`config.mk`:
```
export PLATFORM = sky130hd
export DESIGN_NAME = uart_rx
export DESIGN_NICKNAME = d
export VERILOG_FILES = /design/src/rtl/uart_pkg.sv /design/src/rtl/bit_sync.sv /design/src/rtl/uart_rx.sv
export SDC_FILE = /design/constraint.sdc
export NUM_CORES = 1
export LEC_CHECK = 0
export BUFFER_PORTS_ARGS = -buffer_cell sky130_fd_sc_hd__buf_4
export CORE_ASPECT_RATIO = 0.7
export CORE_UTILIZATION = 55
export CTS_CLUSTER_DIAMETER = 100
export DETAILED_ROUTE_END_ITERATION = 8
export MAX_ROUTING_LAYER = met4
export PLACE_DENSITY = 0.75
export SYNTH_ARGS = -nofsm -noshare
export SYNTH_HDL_FRONTEND = slang
export SYNTH_SLANG_ARGS = --single-unit
```
`constraint.sdc`:
```
create_clock -name clk -period 2.7 [get_ports clk]
set_clock_uncertainty 0.2 [all_clocks]
set_input_delay 0.27 -clock clk [delete_from_list [all_inputs] [get_ports clk]]
set_output_delay 0.27 -clock clk [all_outputs]
set_load 0.005 [all_outputs]
```
`src/rtl/uart_pkg.sv`:
```
// Shared UART definitions used by uart_rx, baud_gen and uart_tx.
package uart_pkg;

  localparam int unsigned UART_OVS_FACTOR = 16;
  localparam int unsigned UART_DATA_BITS  = 8;

  typedef enum logic [2:0] {
    IDLE,
    START,
    DATA,
    PARITY,
    STOP,
    BREAK
  } uart_rx_state_e;

  // 2-of-3 majority vote.
  function automatic logic maj3(input logic a, input logic b, input logic c);
    return (a & b) | (a & c) | (b & c);
  endfunction

endpackage

```
`src/rtl/bit_sync.sv`:
```
// Two-flop synchroniser for an asynchronous single-bit input.
module bit_sync #(
  parameter logic RESET_VAL = 1'b1
) (
  input  logic clk,
  input  logic rst_n,
  input  logic d,
  output logic q
);

  logic meta_q, meta_d;
  logic sync_q, sync_d;

  // Next values: shift the input through the two stages.
  always_comb begin
    meta_d = d;
    sync_d = meta_q;
  end

  // Synchroniser flops, reset to the line's idle level.
  always_ff @(posedge clk or negedge rst_n) begin
    if (!rst_n) begin
      meta_q <= RESET_VAL;
      sync_q <= RESET_VAL;
    end else begin
      meta_q <= meta_d;
      sync_q <= sync_d;
    end
  end

  assign q = sync_q;

endmodule

```
`src/rtl/uart_rx.sv`:
```
// UART receiver: start detect, 3-sample mid-bit vote, LSB-first deserialise,
// valid/ready output with frame/parity error and overrun reporting.
module uart_rx
  import uart_pkg::*;
#(
  parameter int unsigned DATA_BITS  = UART_DATA_BITS,
  parameter int unsigned OVS_FACTOR = UART_OVS_FACTOR,
  parameter int unsigned PARITY_EN  = 0,
  parameter int unsigned PARITY_ODD = 0
) (
  input  logic                 clk,
  input  logic                 reset_n,
  input  logic                 tick_16x,
  input  logic                 rx,
  output logic [DATA_BITS-1:0] rx_data,
  output logic                 rx_valid,
  input  logic                 rx_ready,
  output logic                 frame_err,
  output logic                 parity_err,
  output logic                 overrun,
  output logic                 busy
);

  localparam int unsigned CW = $clog2(OVS_FACTOR);
  localparam int unsigned BW = $clog2(DATA_BITS);
  localparam logic [CW-1:0] T_HM1  = CW'(OVS_FACTOR / 2 - 1);
  localparam logic [CW-1:0] T_H    = CW'(OVS_FACTOR / 2);
  localparam logic [CW-1:0] T_HP1  = CW'(OVS_FACTOR / 2 + 1);
  localparam logic [CW-1:0] T_LAST = CW'(OVS_FACTOR - 1);
  localparam logic [BW-1:0] B_LAST = BW'(DATA_BITS - 1);
  localparam logic          ODD    = (PARITY_ODD != 0);

  logic rx_s;

  uart_rx_state_e       state_q, state_d;
  logic [CW-1:0]        tick_cnt_q, tick_cnt_d;
  logic [BW-1:0]        bit_cnt_q, bit_cnt_d;
  logic [1:0]           samp_q, samp_d;
  logic [DATA_BITS-1:0] shift_q, shift_d;
  logic                 par_bad_q, par_bad_d;
  logic                 done_q, done_d;
  logic                 stop_q, stop_d;
  logic [DATA_BITS-1:0] rx_data_q, rx_data_d;
  logic                 rx_valid_q, rx_valid_d;
  logic                 frame_err_q, frame_err_d;
  logic                 parity_err_q, parity_err_d;
  logic                 overrun_q, overrun_d;

  logic vote_tick, wrap_tick, voted;

  bit_sync #(.RESET_VAL(1'b1)) u_rx_sync (
    .clk   (clk),
    .rst_n (reset_n),
    .d     (rx),
    .q     (rx_s)
  );

  assign vote_tick = tick_16x && (tick_cnt_q == T_HP1);
  assign wrap_tick = tick_16x && (tick_cnt_q == T_LAST);
  assign voted     = maj3(samp_q[1], samp_q[0], rx_s);

  // Frame FSM: bit timing, sampling, voting and deserialisation.
  always_comb begin
    state_d    = state_q;
    tick_cnt_d = tick_cnt_q;
    bit_cnt_d  = bit_cnt_q;
    samp_d     = samp_q;
    shift_d    = shift_q;
    par_bad_d  = par_bad_q;
    done_d     = 1'b0;
    stop_d     = stop_q;

    if (tick_16x && state_q != IDLE) begin
      tick_cnt_d = tick_cnt_q + 1'b1;
      if (tick_cnt_q == T_HM1) samp_d[1] = rx_s;
      if (tick_cnt_q == T_H)   samp_d[0] = rx_s;
    end

    unique case (state_q)
      IDLE: begin
        if (tick_16x && !rx_s) begin
          state_d    = START;
          tick_cnt_d = CW'(1);
        end
      end
      START: begin
        if (vote_tick && voted) begin
          state_d    = IDLE;
          tick_cnt_d = '0;
        end else if (wrap_tick) begin
          state_d   = DATA;
          bit_cnt_d = '0;
        end
      end
      DATA: begin
        if (vote_tick) shift_d = {voted, shift_q[DATA_BITS-1:1]};
        if (wrap_tick) begin
          if (bit_cnt_q == B_LAST) state_d = (PARITY_EN != 0) ? PARITY : STOP;
          else                     bit_cnt_d = bit_cnt_q + 1'b1;
        end
      end
      PARITY: begin
        if (vote_tick) par_bad_d = ((^shift_q) ^ voted) != ODD;
        if (wrap_tick) state_d = STOP;
      end
      STOP: begin
        if (vote_tick) begin
          done_d     = 1'b1;
          stop_d     = voted;
          state_d    = voted ? IDLE : BREAK;
          tick_cnt_d = '0;
        end
      end
      BREAK: begin
        tick_cnt_d = '0;
        if (tick_16x && rx_s) state_d = IDLE;
      end
      default: begin
        state_d    = IDLE;
        tick_cnt_d = '0;
      end
    endcase
  end

  // Output register: deliver completed frames or flag an overrun.
  always_comb begin
    rx_data_d    = rx_data_q;
    rx_valid_d   = rx_valid_q;
    frame_err_d  = frame_err_q;
    parity_err_d = parity_err_q;
    overrun_d    = 1'b0;

    if (rx_valid_q && rx_ready) rx_valid_d = 1'b0;

    if (done_q) begin
      if (!rx_valid_q || rx_ready) begin
        rx_data_d    = shift_q;
        frame_err_d  = !stop_q;
        parity_err_d = par_bad_q;
        rx_valid_d   = 1'b1;
      end else begin
        overrun_d = 1'b1;
      end
    end
  end

  // State and datapath registers.
  always_ff @(posedge clk or negedge reset_n) begin
    if (!reset_n) begin
      state_q      <= IDLE;
      tick_cnt_q   <= '0;
      bit_cnt_q    <= '0;
      samp_q       <= '1;
      shift_q      <= '0;
      par_bad_q    <= 1'b0;
      done_q       <= 1'b0;
      stop_q       <= 1'b1;
      rx_data_q    <= '0;
      rx_valid_q   <= 1'b0;
      frame_err_q  <= 1'b0;
      parity_err_q <= 1'b0;
      overrun_q    <= 1'b0;
    end else begin
      state_q      <= state_d;
      tick_cnt_q   <= tick_cnt_d;
      bit_cnt_q    <= bit_cnt_d;
      samp_q       <= samp_d;
      shift_q      <= shift_d;
      par_bad_q    <= par_bad_d;
      done_q       <= done_d;
      stop_q       <= stop_d;
      rx_data_q    <= rx_data_d;
      rx_valid_q   <= rx_valid_d;
      frame_err_q  <= frame_err_d;
      parity_err_q <= parity_err_d;
      overrun_q    <= overrun_d;
    end
  end

  assign rx_data    = rx_data_q;
  assign rx_valid   = rx_valid_q;
  assign frame_err  = frame_err_q;
  assign parity_err = parity_err_q;
  assign overrun    = overrun_q;
  assign busy       = (state_q != IDLE);

endmodule

```
==> metrics <==
result of the run=complete, no violations; number of setup buffers added after CTS=0; critical path launch point=bit_cnt_q[0]$_DFFE_PN0P_; startpoint of the worst-slack reg-to-reg timing path=bit_cnt_q[0]$_DFFE_PN0P_; sequential group share of total power=0.491; wire length of the first global-routing pass=5678 um; share of async-settable or async-resettable flops after synthesis=1.000; area occupied by multi-input gates=788.3 sq um; I/O pin total=18; main combinational cell family by area after synthesis=multiplexers; maximum number of pins on one net before global-route repair=38; part of the total power dissipated in combinational logic=0.200; aggregate global routing overflow=0; TritonCTS Sinks=37; Post-Route Setup TNS=0 ns; period utilisation layout=0.8827; root cell of the clock tree=sky130_fd_sc_hd__clkbuf_8; final routed DRC violation total=0; start point of the worst min-delay path=rx_ready; leading area contributor after synthesis=sky130_fd_sc_hd__dfrtp_1; end point of the worst hold path=overrun$_DFF_PN0_; Die Ht=a little under 50 um; area of the core region=2923 sq um; number of instances resized during post-cts repair=0; post-synthesis instance area=1768 sq um; actual slew at the worst max-slew pin=0.4665 ns; number of diodes=0; DR vias/cell=5.725; unrepaired setup endpoints after global routing=false; layout cell share with drive strength beyond 1=0.3537; Hold Fails Final Rpt=0; Worst-path clk slew=0.07 ns; die outline area=3449 sq um; most frequent cell on the critical path=sky130_fd_sc_hd__ha_1; overall die width=69.77 um; TritonCTS buffer count=5; Clock Tree Buf Depth=2; worst hold path stage count=3; area growth from synthesis to layout=15.43%; adder-cell share of the synthesized area=0.04176; total wire length after detailed routing=3170 um; cell with the most instances after synthesis=sky130_fd_sc_hd__dfrtp_1; register bit total from synthesis=37; XOR/XNOR share of the synthesized area=0.05449; combined buffer and inverter count along the critical path=0; commonest cells in the netlist=sky130_fd_sc_hd__dfrtp_1 (32), sky130_fd_sc_hd__mux2_2 (20), sky130_fd_sc_hd__nand2_1 (9); kind of capture point of the worst setup path=register; Worst Hold Class=in2reg; Slew Limit Fails=0; number of placement rows=16; Final #Nets=around 170; sequential area share after synthesis=0.5272; hold buffer count at cts=2; synthesized net count=152; total of endpoints with negative setup slack in the final report=0; HPWL reported at the end of detailed placement=approximately 2200 um; sequential standard cell area=932.1 sq um; Cell variety after synth=43; critical path's top delay family=simple AND/OR/NAND/NOR gates; initial antenna violation count=0; number of filler instances in the final layout=225; Switching Power=0.0003917 W; number of instances in the synthesized netlist=142; relative max-transition margin=0.6882; setup slack after layout=0.3167 ns; maximum vdd ir drop=0.0003917 V; Initial Utilization=0.6049; Achievable Freq=419.6 MHz; count of input and output buffers=17; minimum period implied by the final worst setup slack=2.383 ns; internal reg-to-reg setup slack=around 0.32 ns; Internal Dissipation=0.0009698 W; routability congestion estimate from global placement=0.8410; Startpoint Class=register; multiplexer fraction of the synthesized cell area=0.1592; crit path max fanout=3; vias post-DR=1145; total leakage power=0.9793 nW; R2R cell count=5; GRT Total Usage=0.2275; data arrival time of the critical path=2.36 ns; Post-synth EDFFs=0; CTS tree=built; number of levels the H-tree was split into=2; share of power burned in the clock network=0.310; critical-path cell with the highest stage delay=sky130_fd_sc_hd__or4b_2; Net Sw Frac=0.2877; endpoint of the most critical register-to-register path=bit_cnt_q[0]$_DFFE_PN0P_; clock latency of the later-clocked register in the worst-skew pair=0.29 ns; reported max-cap violation count=0; Synth Warn #=0; DP Worst Slack=0.3096 ns; DRT iter0 DRCs=between 70 and 80; power density over the cells=667.2 nW/um^2; number of global-route vias before repair=1139; first-pass detailed-route iteration total=4; syn_area_per_cell=around 12 sq um; area share of and/or/nand/nor cells after synthesis=0.1012; Crit Path Class=reg2reg; top area cells in the synthesized netlist=sky130_fd_sc_hd__dfrtp_1 (45%), sky130_fd_sc_hd__mux2_2 (13%), sky130_fd_sc_hd__dfstp_2 (7.4%); Worst path max stage delay=0.67 ns; compound-gate portion of the synthesized area=0.08917; post-DR wirelength/cell=15.85 um; sequence of cells on the critical path=ha_1 -> ha_1 -> or4b_2 -> a21boi_2 -> mux2_1; Top FF cell, synth=sky130_fd_sc_hd__dfrtp_1; ANT nets after route=0; required time at the endpoint of the critical path=2.67 ns; fraction of synthesized cell area taken by the top area cell type=0.4529
cell type report:
class                      count  area share
clock inverter                 1    0.002452
clock buffer                   7     0.04721
tap                           36     0.02207
timing repair buffer          19     0.07235
multi-input combinational     93      0.3863
inverter                       7     0.01288
sequential                    37      0.4568
worst register-to-register path, stage by stage (launching register included):
cell                       delay [ns]
sky130_fd_sc_hd__dfrtp_1         0.40
sky130_fd_sc_hd__ha_1            0.21
sky130_fd_sc_hd__ha_1            0.18
sky130_fd_sc_hd__or4b_2          0.67
sky130_fd_sc_hd__a21boi_2        0.26
sky130_fd_sc_hd__mux2_1          0.35
flip-flops by register name, indices dropped and copies added (netlist names):
signal            cells
rx_data               8
shift_q               8
tick_cnt_q            4
bit_cnt_q             3
state_q               3
samp_q                2
done_q                1
frame_err             1
overrun               1
par_bad_q             1
parity_err            1
rx_valid              1
stop_q                1
u_rx_sync.meta_q      1
u_rx_sync.q           1
cell families (layout without fill, tap and decap cells):
logic type	after synthesis	count (layout)
and+or+nand+nor	31	31
buffers and inverters	12	34
DFF	37	37
AOI/OAI and AO/OA	22	22
xor gates and xnor gates	9	9
muxes	25	25
adders and majority gates	6	6
per-layer routing:
metal	share of wire	up-vias	GRT usage
met5	0	-	-
met4	0.018	0	0.08000
met3	0.043	7	0.06818
met2	0.44	25	0.3173
met1	0.50	564	0.3173
li1	-	549	-
per-stage QoR:
stage	util	area, sq um	instances	hold slack, ns	power (W)
2_1_floorplan	-	1768	142	-0.2256	0.0008648
3_3_place_gp	0.6567	1919	190	0.04762	0.0009315
3_5_place_dp	0.6567	1919	190	0.05598	0.0009471
4_1_cts	0.6982	2041	200	0.07047	0.001370
5_1_grt	0.6982	2041	200	0.09913	0.001441
6_report	0.6982	2041	200	0.07597	0.001361
cell usage in the layout, fill, tap and decap left out, types with 2 or more instances in the layout:
| master | instances |
|---|---|
| sky130_fd_sc_hd__xor2_1 | 2 |
| sky130_fd_sc_hd__mux2i_1 | 3 |
| sky130_fd_sc_hd__dfstp_2 | 5 |
| sky130_fd_sc_hd__a21oi_1 | 7 |
| sky130_fd_sc_hd__nor2_1 | 5 |
| sky130_fd_sc_hd__o21a_1 | 2 |
| sky130_fd_sc_hd__a41oi_1 | 2 |
| sky130_fd_sc_hd__mux2_2 | 20 |
| sky130_fd_sc_hd__clkbuf_8 | 7 |
| sky130_fd_sc_hd__nand2_1 | 9 |
| sky130_fd_sc_hd__inv_1 | 6 |
| sky130_fd_sc_hd__buf_4 | 17 |
| sky130_fd_sc_hd__xnor2_1 | 6 |
| sky130_fd_sc_hd__o21ai_0 | 3 |
| sky130_fd_sc_hd__dfrtp_1 | 32 |
| sky130_fd_sc_hd__dlygate4sd3_1 | 2 |
| sky130_fd_sc_hd__nand4_1 | 2 |
| sky130_fd_sc_hd__nand4b_1 | 2 |
| sky130_fd_sc_hd__ha_1 | 5 |
| sky130_fd_sc_hd__nand2b_1 | 2 |
worst max-delay path by stage:
| stage | to | slack, ns | cells after the start |
|---|---|---|---|
| 4_1_cts | bit_cnt_q[0]$_DFFE_PN0P_ | 0.30 | 5 |
| 2_1_floorplan | state_q[2]$_DFFE_PN0P_ | 0.44 | 6 |
| 5_1_grt | bit_cnt_q[0]$_DFFE_PN0P_ | 0.24 | 5 |
| 6_report | bit_cnt_q[0]$_DFFE_PN0P_ | 0.32 | 5 |
| 3_3_place_gp | state_q[2]$_DFFE_PN0P_ | 0.41 | 6 |
| 3_5_place_dp | bit_cnt_q[0]$_DFFE_PN0P_ | 0.31 | 5 |
power by group through the flow:
stage	registers [W]	logic (W)	clock network, W
after floorplan	0.000648	0.000217	0
after global placement	0.000674	0.000257	0
after detailed placement	0.000679	0.000269	0
after CTS	0.000667	0.000272	0.000431
after global routing	0.000678	0.000308	0.000455
final	0.000668	0.000272	0.000422
Power figures use the tool's default switching activity.
